**config.mk**
```make
export PLATFORM = sky130hd
export DESIGN_NAME = tang_uart_tx_top
export DESIGN_NICKNAME = d
export VERILOG_FILES = /design/src/rtl/tang_uart_tx_top.sv
export SDC_FILE = /design/constraint.sdc
export NUM_CORES = 1
export LEC_CHECK = 0
export BUFFER_PORTS_ARGS = -buffer_cell sky130_fd_sc_hd__buf_2
export CAP_MARGIN = 20
export CORE_UTILIZATION = 45
export CTS_BUF_LIST = sky130_fd_sc_hd__clkbuf_4 sky130_fd_sc_hd__clkbuf_8
export DETAILED_ROUTE_END_ITERATION = 8
export HOLD_SLACK_MARGIN = 0.03
export SLEW_MARGIN = 20
export SYNTH_ARGS = -nofsm -noshare
export SYNTH_HDL_FRONTEND = slang
export SYNTH_SLANG_ARGS = --single-unit
```
**constraint.sdc**
```tcl
create_clock -name SYS_CLK -period 2.7 [get_ports SYS_CLK]
set_input_delay 0.81 -clock SYS_CLK [delete_from_list [all_inputs] [get_ports SYS_CLK]]
set_output_delay 0.81 -clock SYS_CLK [all_outputs]
set_load 0.05 [all_outputs]
```
**src/rtl/tang_uart_tx_top.sv**
```systemverilog
// Tang board UART demo: sends "Hello\r\n" as 8N1 frames, with an idle-high gap
// between repetitions. SW1 is a synchronous active-low reset.
module tang_uart_tx_top #(
    parameter int unsigned CLKS_PER_BIT = 208,
    parameter int unsigned GAP_CLKS     = 2400000
) (
    input  logic SYS_CLK,
    input  logic SW1,
    output logic LED1,
    output logic LED2,
    output logic TX_OUT
);

    localparam int unsigned BAUD_W = (CLKS_PER_BIT > 1) ? $clog2(CLKS_PER_BIT) : 1;
    localparam int unsigned GAP_W  = (GAP_CLKS > 1) ? $clog2(GAP_CLKS) : 1;
    localparam logic [BAUD_W-1:0] BAUD_LAST = BAUD_W'(CLKS_PER_BIT - 1);
    localparam logic [GAP_W-1:0]  GAP_LAST  = GAP_W'(GAP_CLKS - 1);

    localparam logic [1:0] ST_GAP   = 2'd0;
    localparam logic [1:0] ST_START = 2'd1;
    localparam logic [1:0] ST_DATA  = 2'd2;
    localparam logic [1:0] ST_STOP  = 2'd3;

    logic [1:0]        state_q, state_d;
    logic [BAUD_W-1:0] baud_q, baud_d;
    logic [GAP_W-1:0]  gap_q, gap_d;
    logic [2:0]        bit_q, bit_d;
    logic [2:0]        byte_q, byte_d;
    logic              tx_q, tx_d;
    logic              led1_q, led1_d;
    logic              led2_q, led2_d;
    logic [7:0]        cur_byte;
    logic [2:0]        bit_nxt;

    function automatic logic [7:0] msg_byte(input logic [2:0] idx);
        case (idx)
            3'd0:    msg_byte = 8'h48;
            3'd1:    msg_byte = 8'h65;
            3'd2:    msg_byte = 8'h6C;
            3'd3:    msg_byte = 8'h6C;
            3'd4:    msg_byte = 8'h6F;
            3'd5:    msg_byte = 8'h0D;
            default: msg_byte = 8'h0A;
        endcase
    endfunction

    assign cur_byte = msg_byte(byte_q);
    assign bit_nxt  = bit_q + 3'd1;

    // Outputs are computed one cycle ahead so TX_OUT/LEDs come straight from flops.
    always_comb begin
        state_d = state_q;
        baud_d  = baud_q;
        gap_d   = gap_q;
        bit_d   = bit_q;
        byte_d  = byte_q;
        tx_d    = tx_q;
        led1_d  = led1_q;
        led2_d  = led2_q;
        case (state_q)
            ST_GAP: begin
                tx_d   = 1'b1;
                led2_d = 1'b1;
                if (gap_q == GAP_LAST) begin
                    state_d = ST_START;
                    gap_d   = '0;
                    baud_d  = '0;
                    byte_d  = '0;
                    tx_d    = 1'b0;
                    led2_d  = 1'b0;
                end else begin
                    gap_d = gap_q + 1'b1;
                end
            end
            ST_START: begin
                if (baud_q == BAUD_LAST) begin
                    baud_d  = '0;
                    bit_d   = '0;
                    state_d = ST_DATA;
                    tx_d    = cur_byte[0];
                end else begin
                    baud_d = baud_q + 1'b1;
                end
            end
            ST_DATA: begin
                if (baud_q == BAUD_LAST) begin
                    baud_d = '0;
                    if (bit_q == 3'd7) begin
                        state_d = ST_STOP;
                        tx_d    = 1'b1;
                    end else begin
                        bit_d = bit_nxt;
                        tx_d  = cur_byte[bit_nxt];
                    end
                end else begin
                    baud_d = baud_q + 1'b1;
                end
            end
            default: begin
                if (baud_q == BAUD_LAST) begin
                    baud_d = '0;
                    if (byte_q == 3'd6) begin
                        state_d = ST_GAP;
                        byte_d  = '0;
                        gap_d   = '0;
                        tx_d    = 1'b1;
                        led2_d  = 1'b1;
                        led1_d  = ~led1_q;
                    end else begin
                        state_d = ST_START;
                        byte_d  = byte_q + 3'd1;
                        tx_d    = 1'b0;
                    end
                end else begin
                    baud_d = baud_q + 1'b1;
                end
            end
        endcase
    end

    always_ff @(posedge SYS_CLK) begin
        if (!SW1) begin
            state_q <= ST_GAP;
            baud_q  <= '0;
            gap_q   <= '0;
            bit_q   <= '0;
            byte_q  <= '0;
            tx_q    <= 1'b1;
            led1_q  <= 1'b1;
            led2_q  <= 1'b1;
        end else begin
            state_q <= state_d;
            baud_q  <= baud_d;
            gap_q   <= gap_d;
            bit_q   <= bit_d;
            byte_q  <= byte_d;
            tx_q    <= tx_d;
            led1_q  <= led1_d;
            led2_q  <= led2_d;
        end
    end

    assign TX_OUT = tx_q;
    assign LED1   = led1_q;
    assign LED2   = led2_q;

endmodule

```
==> impl_metrics.yaml, run 1 <==
layout:
  fillCellCount: 527
  n_antenna_cell: 0
  drive_gt1_share_pct: 9.17
  final_util_pct: 50.5
  multiInputGateArea_um2: 1630
  syn_to_final_growth_pct: 7.66
  final_common_cell: "nand2_1"
  instances_no_fill: 399
  seqCellArea_um2: 821
  final_cell_mix: "43 x nand2_1, 41 x dfxtp_1, 20 x nor2_1"
  final_cell_area_um2: 2780
  nets: 339
critical_path:
  cp.depth: 6
  crit_arrival_ns: 2.55
  r2r_slack_ns: 0.32
  criticalPathCategory: "reg2reg"
  r2r_cells: 6
  timing.rr.end: "byte_q[0]"
  critPathLaunch: "gap_q[0]"
  path_cells: "ha_1 > nand3_2 > or3_1 > o21a_1 > o311ai_1 > o41ai_1"
  slowest_delay_ns: 0.49
  slowest_stage: "o21a_1"
  start_kind: "flip-flop"
  path_buf_inv: 0
  cp-end-kind: "flip-flop"
  crit_end: "byte_q[0]"
  rr_startpoint: "gap_q[0]"
  crit_family: "compound AO/OA/AOI/OAI gates"
  required_ns: 2.87
  cp_max_fo: 18
yosys:
  yosys_warnings: 0
  synth_area_um2: 2580
  synth_async_sr_flop_share_pct: 0
  avgSynthCellArea_um2: 7.87
  synth_cell_types: 58
  synth_edf_count: 0
  ys_ff_latch: 41
  ys_seq_area_share_pct: 31.8
  syn_nets: 341
  synthCells: 328
  synthFlopType: "dfxtp_1"
route:
  ant_nets: 0
  initialDrtViolationCount: 169
  dr.pass1.iters: 4
  wl_mm: 6.19
  avgRoutedWirePerCell_um: 15.5
  drc: 0
  via_per_inst: 6.06
  vias: 2418
clock_network:
  ctsRootBufferMaster: "clkbuf_8"
  cts-resized-gates: 0
  clock_sinks: 41
  clk_pin_slew_ns: 0.09
  cts_hold_buf: 0
  h-tree-depth: 2
  cts_setup_buffers: 0
  cts_made_buffers: 5
  clock_latency_ns: 0.30
  cts_buffer_depth: 2
  cts_tree: "yes"
placement:
  postPlaceCellArea_um2: 2660
  port_buffers: 4
  dp_cells: 391
  pre_cts_ws_ns: 0.315
  finalWeightedCongestion: 0.788
  dp_hpwl_mm: 4.22
sta:
  hold_violations: 0
  slew_headroom_pct: 49.5
  fin_ws_ns: 0.319
  fmax_mhz: 420
  report.final.slew_viol_count: 0
  period_share_pct: 88.2
  tightest_slew_ns: 0.758
  period_minus_slack_ns: 2.38
  setup_tns_ns: 0
  setup_viol: 0
  rsz0062_at_grt: "no"
  clock_skew_ns: 0.00861
floorplan:
  start_util_pct: 46.9
  core_area_um2: 5510
  die-area_um2: 6040
  die_w_um: 77.7
  row_count: 27
  die_y_um: 77.7
  ios: 5
run:
  maxCapViolCount: 0
pwr:
  leakage_nw: 0.930
  p_per_area_nw_per_um2: 424
  peakVddDrop_mv: 0.309
global_routing:
  grt_max_degree: 23
  grt_pass1_wl_mm: 10.5
  grt_pass1_vias: 2242
  antenna_found_initial: 0
  grt_overflow: 0
  grtUsageTotal_pct: 22.1
hold_path:
  hold_class: "reg2reg"
status:
  status: "finished clean"
## flip-flops by register name, summed over array words and instances (netlist names)
| register | count |
|---|---|
| LED1 | 1 |
| LED2 | 1 |
| TX_OUT | 1 |
| baud_q | 8 |
| bit_q | 3 |
| byte_q | 3 |
| gap_q | 22 |
| state_q | 2 |
## synth_stat cells (all sizes together), types with 6 or more instances
library cell | instances | area share (%)
clkbuf | 17 | 2.5
ha | 11 | 5.3
a21oi | 18 | 3.5
o311ai | 6 | 2.0
mux2i | 6 | 2.3
inv | 8 | 1.2
o21a | 7 | 2.0
dfxtp | 41 | 32
a31oi | 9 | 2.2
nand3b | 6 | 1.7
o21ai | 21 | 4.2
nand4 | 15 | 3.9
nor2 | 20 | 2.9
and3 | 6 | 1.5
nor3 | 14 | 2.7
or3 | 7 | 1.7
nand2 | 43 | 6.3
nand3 | 15 | 3.1
## how the worst min path moves through the flow
stage	startpoint	end	slack, ns	depth (start not counted)
final	bit_q[1]	bit_q[1]	0.46	2
after global placement	bit_q[2]	bit_q[2]	0.45	2
after floorplan	bit_q[1]	bit_q[1]	0.44	2
after CTS	bit_q[1]	bit_q[1]	0.47	2
after global routing	bit_q[2]	bit_q[2]	0.51	2
after detailed placement	bit_q[1]	bit_q[1]	0.46	2
## tightest hold or removal path, cell delays in order (launching register included)
cell     delay (ns)
dfxtp_1        0.32
nand2_1        0.05
a21oi_1        0.05
## power breakdown
| group | switching [W] | internal [W] |
|---|---|---|
| sequential | 0.00000507 | 0.000608 |
| combinational | 0.0000181 | 0.00000948 |
| clock | 0.000226 | 0.000312 |
## cell type report
type	count	share of cell area, %
clock inverters	1	1.08
clock buffers	7	3.24
flip-flops and latches	41	29.5
well taps	72	3.24
multi-input cells	257	58.7
inverters	8	1.08
repair buffers	13	3.15
## logic make-up after synthesis
family                     count (synthesis)  synth area share, %
and+or+nand+nor                          155                 32.8
AOI/OAI and AO/OA                         83                 21.9
DFF                                       41                 31.8
buffers and inverters                     30                 5.04
adders and majority gates                 11                 5.33
muxes                                      7                 2.76
xor gates and xnor gates                   1                0.339
## routing by layer
layer | share of wire [%] | global-route usage [%] | up-vias
li1 | - | - | 1226
met1 | 46 | 28.3 | 1128
met2 | 49 | 36.6 | 60
met3 | 4.8 | 2.82 | 4
met4 | 0.47 | 10.2 | 0
met5 | 0 | 0 | -
## stage by stage
step	total power [W]	hold WS, ns
floorplan	0.000645	0.436
global placement	0.000655	0.450
detailed placement	0.000654	0.460
CTS	0.00119	0.470
global route	0.00122	0.506
finish	0.00118	0.464
No activity file was read; power rests on OpenSTA's default activity.
==> run 2, diff against run 1 <==
Settings changed: BUFFER_PORTS_ARGS -buffer_cell sky130_fd_sc_hd__buf_2 to unset, DONT_BUFFER_PORTS set to 1.
==> run 2 against run 1 <==
Register-to-register slack better by 0.04 ns; die area stayed put; hold slack better by 0.0065 ns.
==> impl_metrics.yaml, run 2 (synthesis results as in run 1) <==
route:
  drc: 0
  dr.pass1.iters: 4
  wl_mm: 6.30
  initialDrtViolationCount: 123
  avgRoutedWirePerCell_um: 15.9
  vias: 2411
  ant_nets: 0
  via_per_inst: 6.10
sta:
  report.final.slew_viol_count: 0
  slew_headroom_pct: 46.5
  rsz0062_at_grt: "no"
  fin_ws_ns: 0.359
  period_share_pct: 86.7
  clock_skew_ns: 0.00708
  setup_tns_ns: 0
  tightest_slew_ns: 0.803
  fmax_mhz: 427
  setup_viol: 0
  hold_violations: 0
  period_minus_slack_ns: 2.34
clock_network:
  cts_made_buffers: 5
  clock_sinks: 41
  clk_pin_slew_ns: 0.08
  ctsRootBufferMaster: "clkbuf_8"
  cts_hold_buf: 0
  h-tree-depth: 2
  clock_latency_ns: 0.30
  cts-resized-gates: 0
  cts_tree: "yes"
  cts_setup_buffers: 0
  cts_buffer_depth: 2
critical_path:
  slowest_delay_ns: 0.48
  slowest_stage: "o21a_1"
  path_buf_inv: 0
  cp-end-kind: "flip-flop"
  required_ns: 2.88
  crit_arrival_ns: 2.52
  r2r_cells: 6
  cp_max_fo: 18
  path_cells: "ha_1 > nand3_2 > or3_1 > o21a_1 > o41ai_2 > a21oi_1"
  start_kind: "flip-flop"
  crit_family: "compound AO/OA/AOI/OAI gates"
  cp.depth: 6
  criticalPathCategory: "reg2reg"
placement:
  port_buffers: 0
  finalWeightedCongestion: 0.758
  pre_cts_ws_ns: 0.367
  dp_hpwl_mm: 4.30
hold_path:
  hold_depth: 2
  hold_class: "reg2reg"
pwr:
  leakage_nw: 0.914
  peakVddDrop_mv: 0.292
  total_power_w: 0.00108
  p_per_area_nw_per_um2: 395
layout:
  n_antenna_cell: 0
  reg_top3: "gap_q (22), baud_q (8)"
  top_register: "gap_q"
  drive_gt1_share_pct: 8.05
  nets: 335
  syn_to_final_growth_pct: 6.16
  final_common_cell: "nand2_1"
  final_cell_mix: "43 x nand2_1, 41 x dfxtp_1, 20 x nor2_1"
  largest_register_ffs: 22
floorplan:
  die_w_um: 77.7
  die_y_um: 77.7
  start_util_pct: 46.9
  core_area_um2: 5510
  row_count: 27
  ios: 5
  die-area_um2: 6040
run:
  maxCapViolCount: 0
global_routing:
  grt_max_degree: 31
  grtUsageTotal_pct: 22.7
  grt_pass1_wl_mm: 11.0
  grt_overflow: 0
  grt_pass1_vias: 2304
  antenna_found_initial: 0
status:
  status: "finished clean"
[run 2: metal layers]
layer | global-route usage [%] | share of wire [%] | vias up
met1 | 29.9 | 49 | 1146
met2 | 36.8 | 46 | 31
met5 | 0 | 0 | -
met4 | 9.06 | 2.2 | 0
met3 | 3.76 | 2.7 | 14
li1 | - | - | 1220
[run 2: final cells by class]
class / instances / area (um^2)
fill: 512 / 2770
multi-input combinational: 257 / 1630
sequential: 41 / 821
clock buffer: 7 / 96.3
tap: 72 / 90.1
timing repair buffer: 9 / 67.6
inverter: 8 / 30.0
clock inverter: 1 / 5.00
[run 2: metrics by stage]
| step | hold slack (ns) | instance area, um^2 | utilization, % | std cells |
|---|---|---|---|---|
| 3_5_place_dp | 0.461 | 2640 | 47.9 | 387 |
| 5_1_grt | 0.497 | 2740 | 49.8 | 395 |
| 3_3_place_gp | 0.449 | 2640 | 47.9 | 387 |
| 6_report | 0.471 | 2740 | 49.8 | 395 |
| 4_1_cts | 0.473 | 2740 | 49.8 | 395 |
| 2_1_floorplan | 0.436 | 2580 | - | 328 |
[run 2: worst reg2reg max path, cell delays in order, from the launching register on]
cell	delay, ns
dfxtp_1	0.41
ha_1	0.24
nand3_2	0.13
or3_1	0.47
o21a_1	0.48
o41ai_2	0.40
a21oi_1	0.11
[run 2: path summary, 6_finish.rpt]
check | from | endpoint | slack [ns]
setup reg to reg | gap_q[0] | byte_q[2] | 0.36
hold / removal | bit_q[1] | bit_q[1] | 0.47
hold reg to reg | bit_q[1] | bit_q[1] | 0.47
setup / recovery | gap_q[0] | byte_q[2] | 0.36
[run 2: power by group]
| group | internal (W) | switching, W | total [W] |
|---|---|---|---|
| logic | 0.00000819 | 0.0000116 | 0.0000198 |
| registers | 0.000608 | 0.00000502 | 0.000613 |
| clock network | 0.000231 | 0.000218 | 0.000450 |
==> run 3, diff against run 2 <==
Settings changed: PLACE_DENSITY set to 0.69.
Clock period 2.7 ns to 2.3 ns, I/O delays scaled along.
==> run 3 against run 2 <==
Critical path depth fell by 1; die area is the same; sequential share of layout area shrank 0.98 points; total power up 18%; cell count up 3.0%; wire length increased by 0.98%; worst setup slack got worse by 0.18 ns; critical path type unchanged; via count grew 3.7%; first-iteration DRC count increased by 24%; sequential power increased by 17%; design area is 3.4% higher; combinational power is 32% higher.
==> impl_metrics.yaml, run 3 (synthesis results as in run 1) <==
layout:
  drive_gt1_share_pct: 11.9
  largest_register_ffs: 22
  final_cell_mix: "43 x nand2_1, 41 x dfxtp_1, 21 x buf_4"
  syn_to_final_growth_pct: 9.74
  fillCellCount: 532
  reg_top3: "gap_q (22), baud_q (8)"
  nets: 347
  n_antenna_cell: 0
  top_register: "gap_q"
  final_common_cell: "nand2_1"
sta:
  hold_violations: 0
  rsz0062_at_grt: "no"
  period_minus_slack_ns: 2.12
  setup_tns_ns: 0
  period_share_pct: 92.1
  fin_ws_ns: 0.182
  slew_headroom_pct: 57.5
  setup_viol: 0
  clock_skew_ns: 0.0112
  report.final.slew_viol_count: 0
  fmax_mhz: 472
  tightest_slew_ns: 0.635
global_routing:
  grt_pass1_wl_mm: 11.0
  grt_pass1_vias: 2368
  grt_max_degree: 31
  antenna_found_initial: 0
  grtUsageTotal_pct: 22.7
  grt_overflow: 0
route:
  wl_met1_mm: 2.97
  vias: 2501
  avgRoutedWirePerCell_um: 15.6
  route.met3.wl_um: 235
  drc: 0
  dr_wl_met2_mm: 3.06
  dr.pass1.iters: 4
  top_layer: "met4"
  wl_mm: 6.36
  initialDrtViolationCount: 153
  via_per_inst: 6.14
  ant_nets: 0
run:
  maxCapViolCount: 0
critical_path:
  criticalPathCategory: "reg2reg"
  cp_max_fo: 12
  cp-end-kind: "flip-flop"
  start_kind: "flip-flop"
  crit_arrival_ns: 2.35
  slowest_stage: "dfxtp_1"
  path_cells: "ha_1 > mux2_2 > a2111oi_0 > nor4b_1 > a32oi_1"
  slowest_delay_ns: 0.58
  required_ns: 2.53
hold_path:
  hold_class: "in2reg"
clock_network:
  cts_buffer_depth: 2
  clock_latency_ns: 0.30
  clock_sinks: 41
  cts_setup_buffers: 0
  ctsRootBufferMaster: "clkbuf_8"
  clk_pin_slew_ns: 0.09
  h-tree-depth: 2
  cts_made_buffers: 5
  cts_tree: "yes"
pwr:
  peakVddDrop_mv: 0.425
  p_per_area_nw_per_um2: 450
  leakage_nw: 0.974
placement:
  pre_cts_ws_ns: 0.150
  finalWeightedCongestion: 0.865
  port_buffers: 0
  dp_hpwl_mm: 4.38
floorplan:
  die_w_um: 77.7
  start_util_pct: 46.9
  die-area_um2: 6040
  die_y_um: 77.7
  core_area_um2: 5510
  row_count: 27
  ios: 5
status:
  status: "finished clean"
==> run 3: cell type report <==
cell class	instances	area [um^2]	share of cell area (%)
Sequential cell	41	821	29.0
Multi-Input combinational cell	257	1630	57.6
Inverter	8	30.0	1.06
Clock buffer	7	96.3	3.40
Clock inverter	1	5.00	0.177
Tap cell	72	90.1	3.18
Timing Repair Buffer	21	158	5.57
==> run 3: power breakdown <==
part | internal, W | switching, W
clock | 0.000271 | 0.000259
sequential | 0.000713 | 0.00000475
combinational | 0.0000112 | 0.0000149
total | 0.000996 | 0.000278
==> run 3: layer usage <==
layer	vias to the layer above	GRT usage, %
met5	-	0
li1	1252	-
met1	1188	27.9
met4	0	7.55
met2	50	39.6
met3	11	4.00
==> run 3: path summary, 6_finish.rpt <==
kind	startpoint	end	slack (ns)	cells after the start
setup / recovery	byte_q[2]	TX_OUT	0.18	5
hold / removal	SW1	LED1	0.45	1
setup reg to reg	byte_q[2]	TX_OUT	0.18	5
hold reg to reg	bit_q[1]	bit_q[1]	0.47	2
==> run 3: worst max-delay path, delay by kind of cell (launching register included) <==
family,cells,cell delay [ns]
AOI/OAI and AO/OA,2,0.66
adders and majority gates,1,0.35
and+or+nand+nor,1,0.11
DFF,1,0.58
muxes,1,0.36
==> run 3: repair_timing <==
| item | in CTS | in global routing |
|---|---|---|
| endpoints found under the hold margin | 0 | 0 |
| gates resized for setup | 0 | 2 |
| hold buffers | 0 | 0 |
| endpoints found under the setup margin | 0 | 5 |
==> run 3: stage by stage <==
stage / power, W / std cells / cell area [um^2] / utilization, % / hold WS (ns)
6_report: 0.00127 / 407 / 2830 / 51.4 / 0.454
5_1_grt: 0.00132 / 407 / 2830 / 51.4 / 0.463
4_1_cts: 0.00129 / 407 / 2830 / 51.4 / 0.451
3_5_place_dp: 0.000760 / 399 / 2730 / 49.6 / 0.460
3_3_place_gp: 0.000761 / 399 / 2730 / 49.6 / 0.452
2_1_floorplan: 0.000757 / 328 / 2580 / - / 0.436
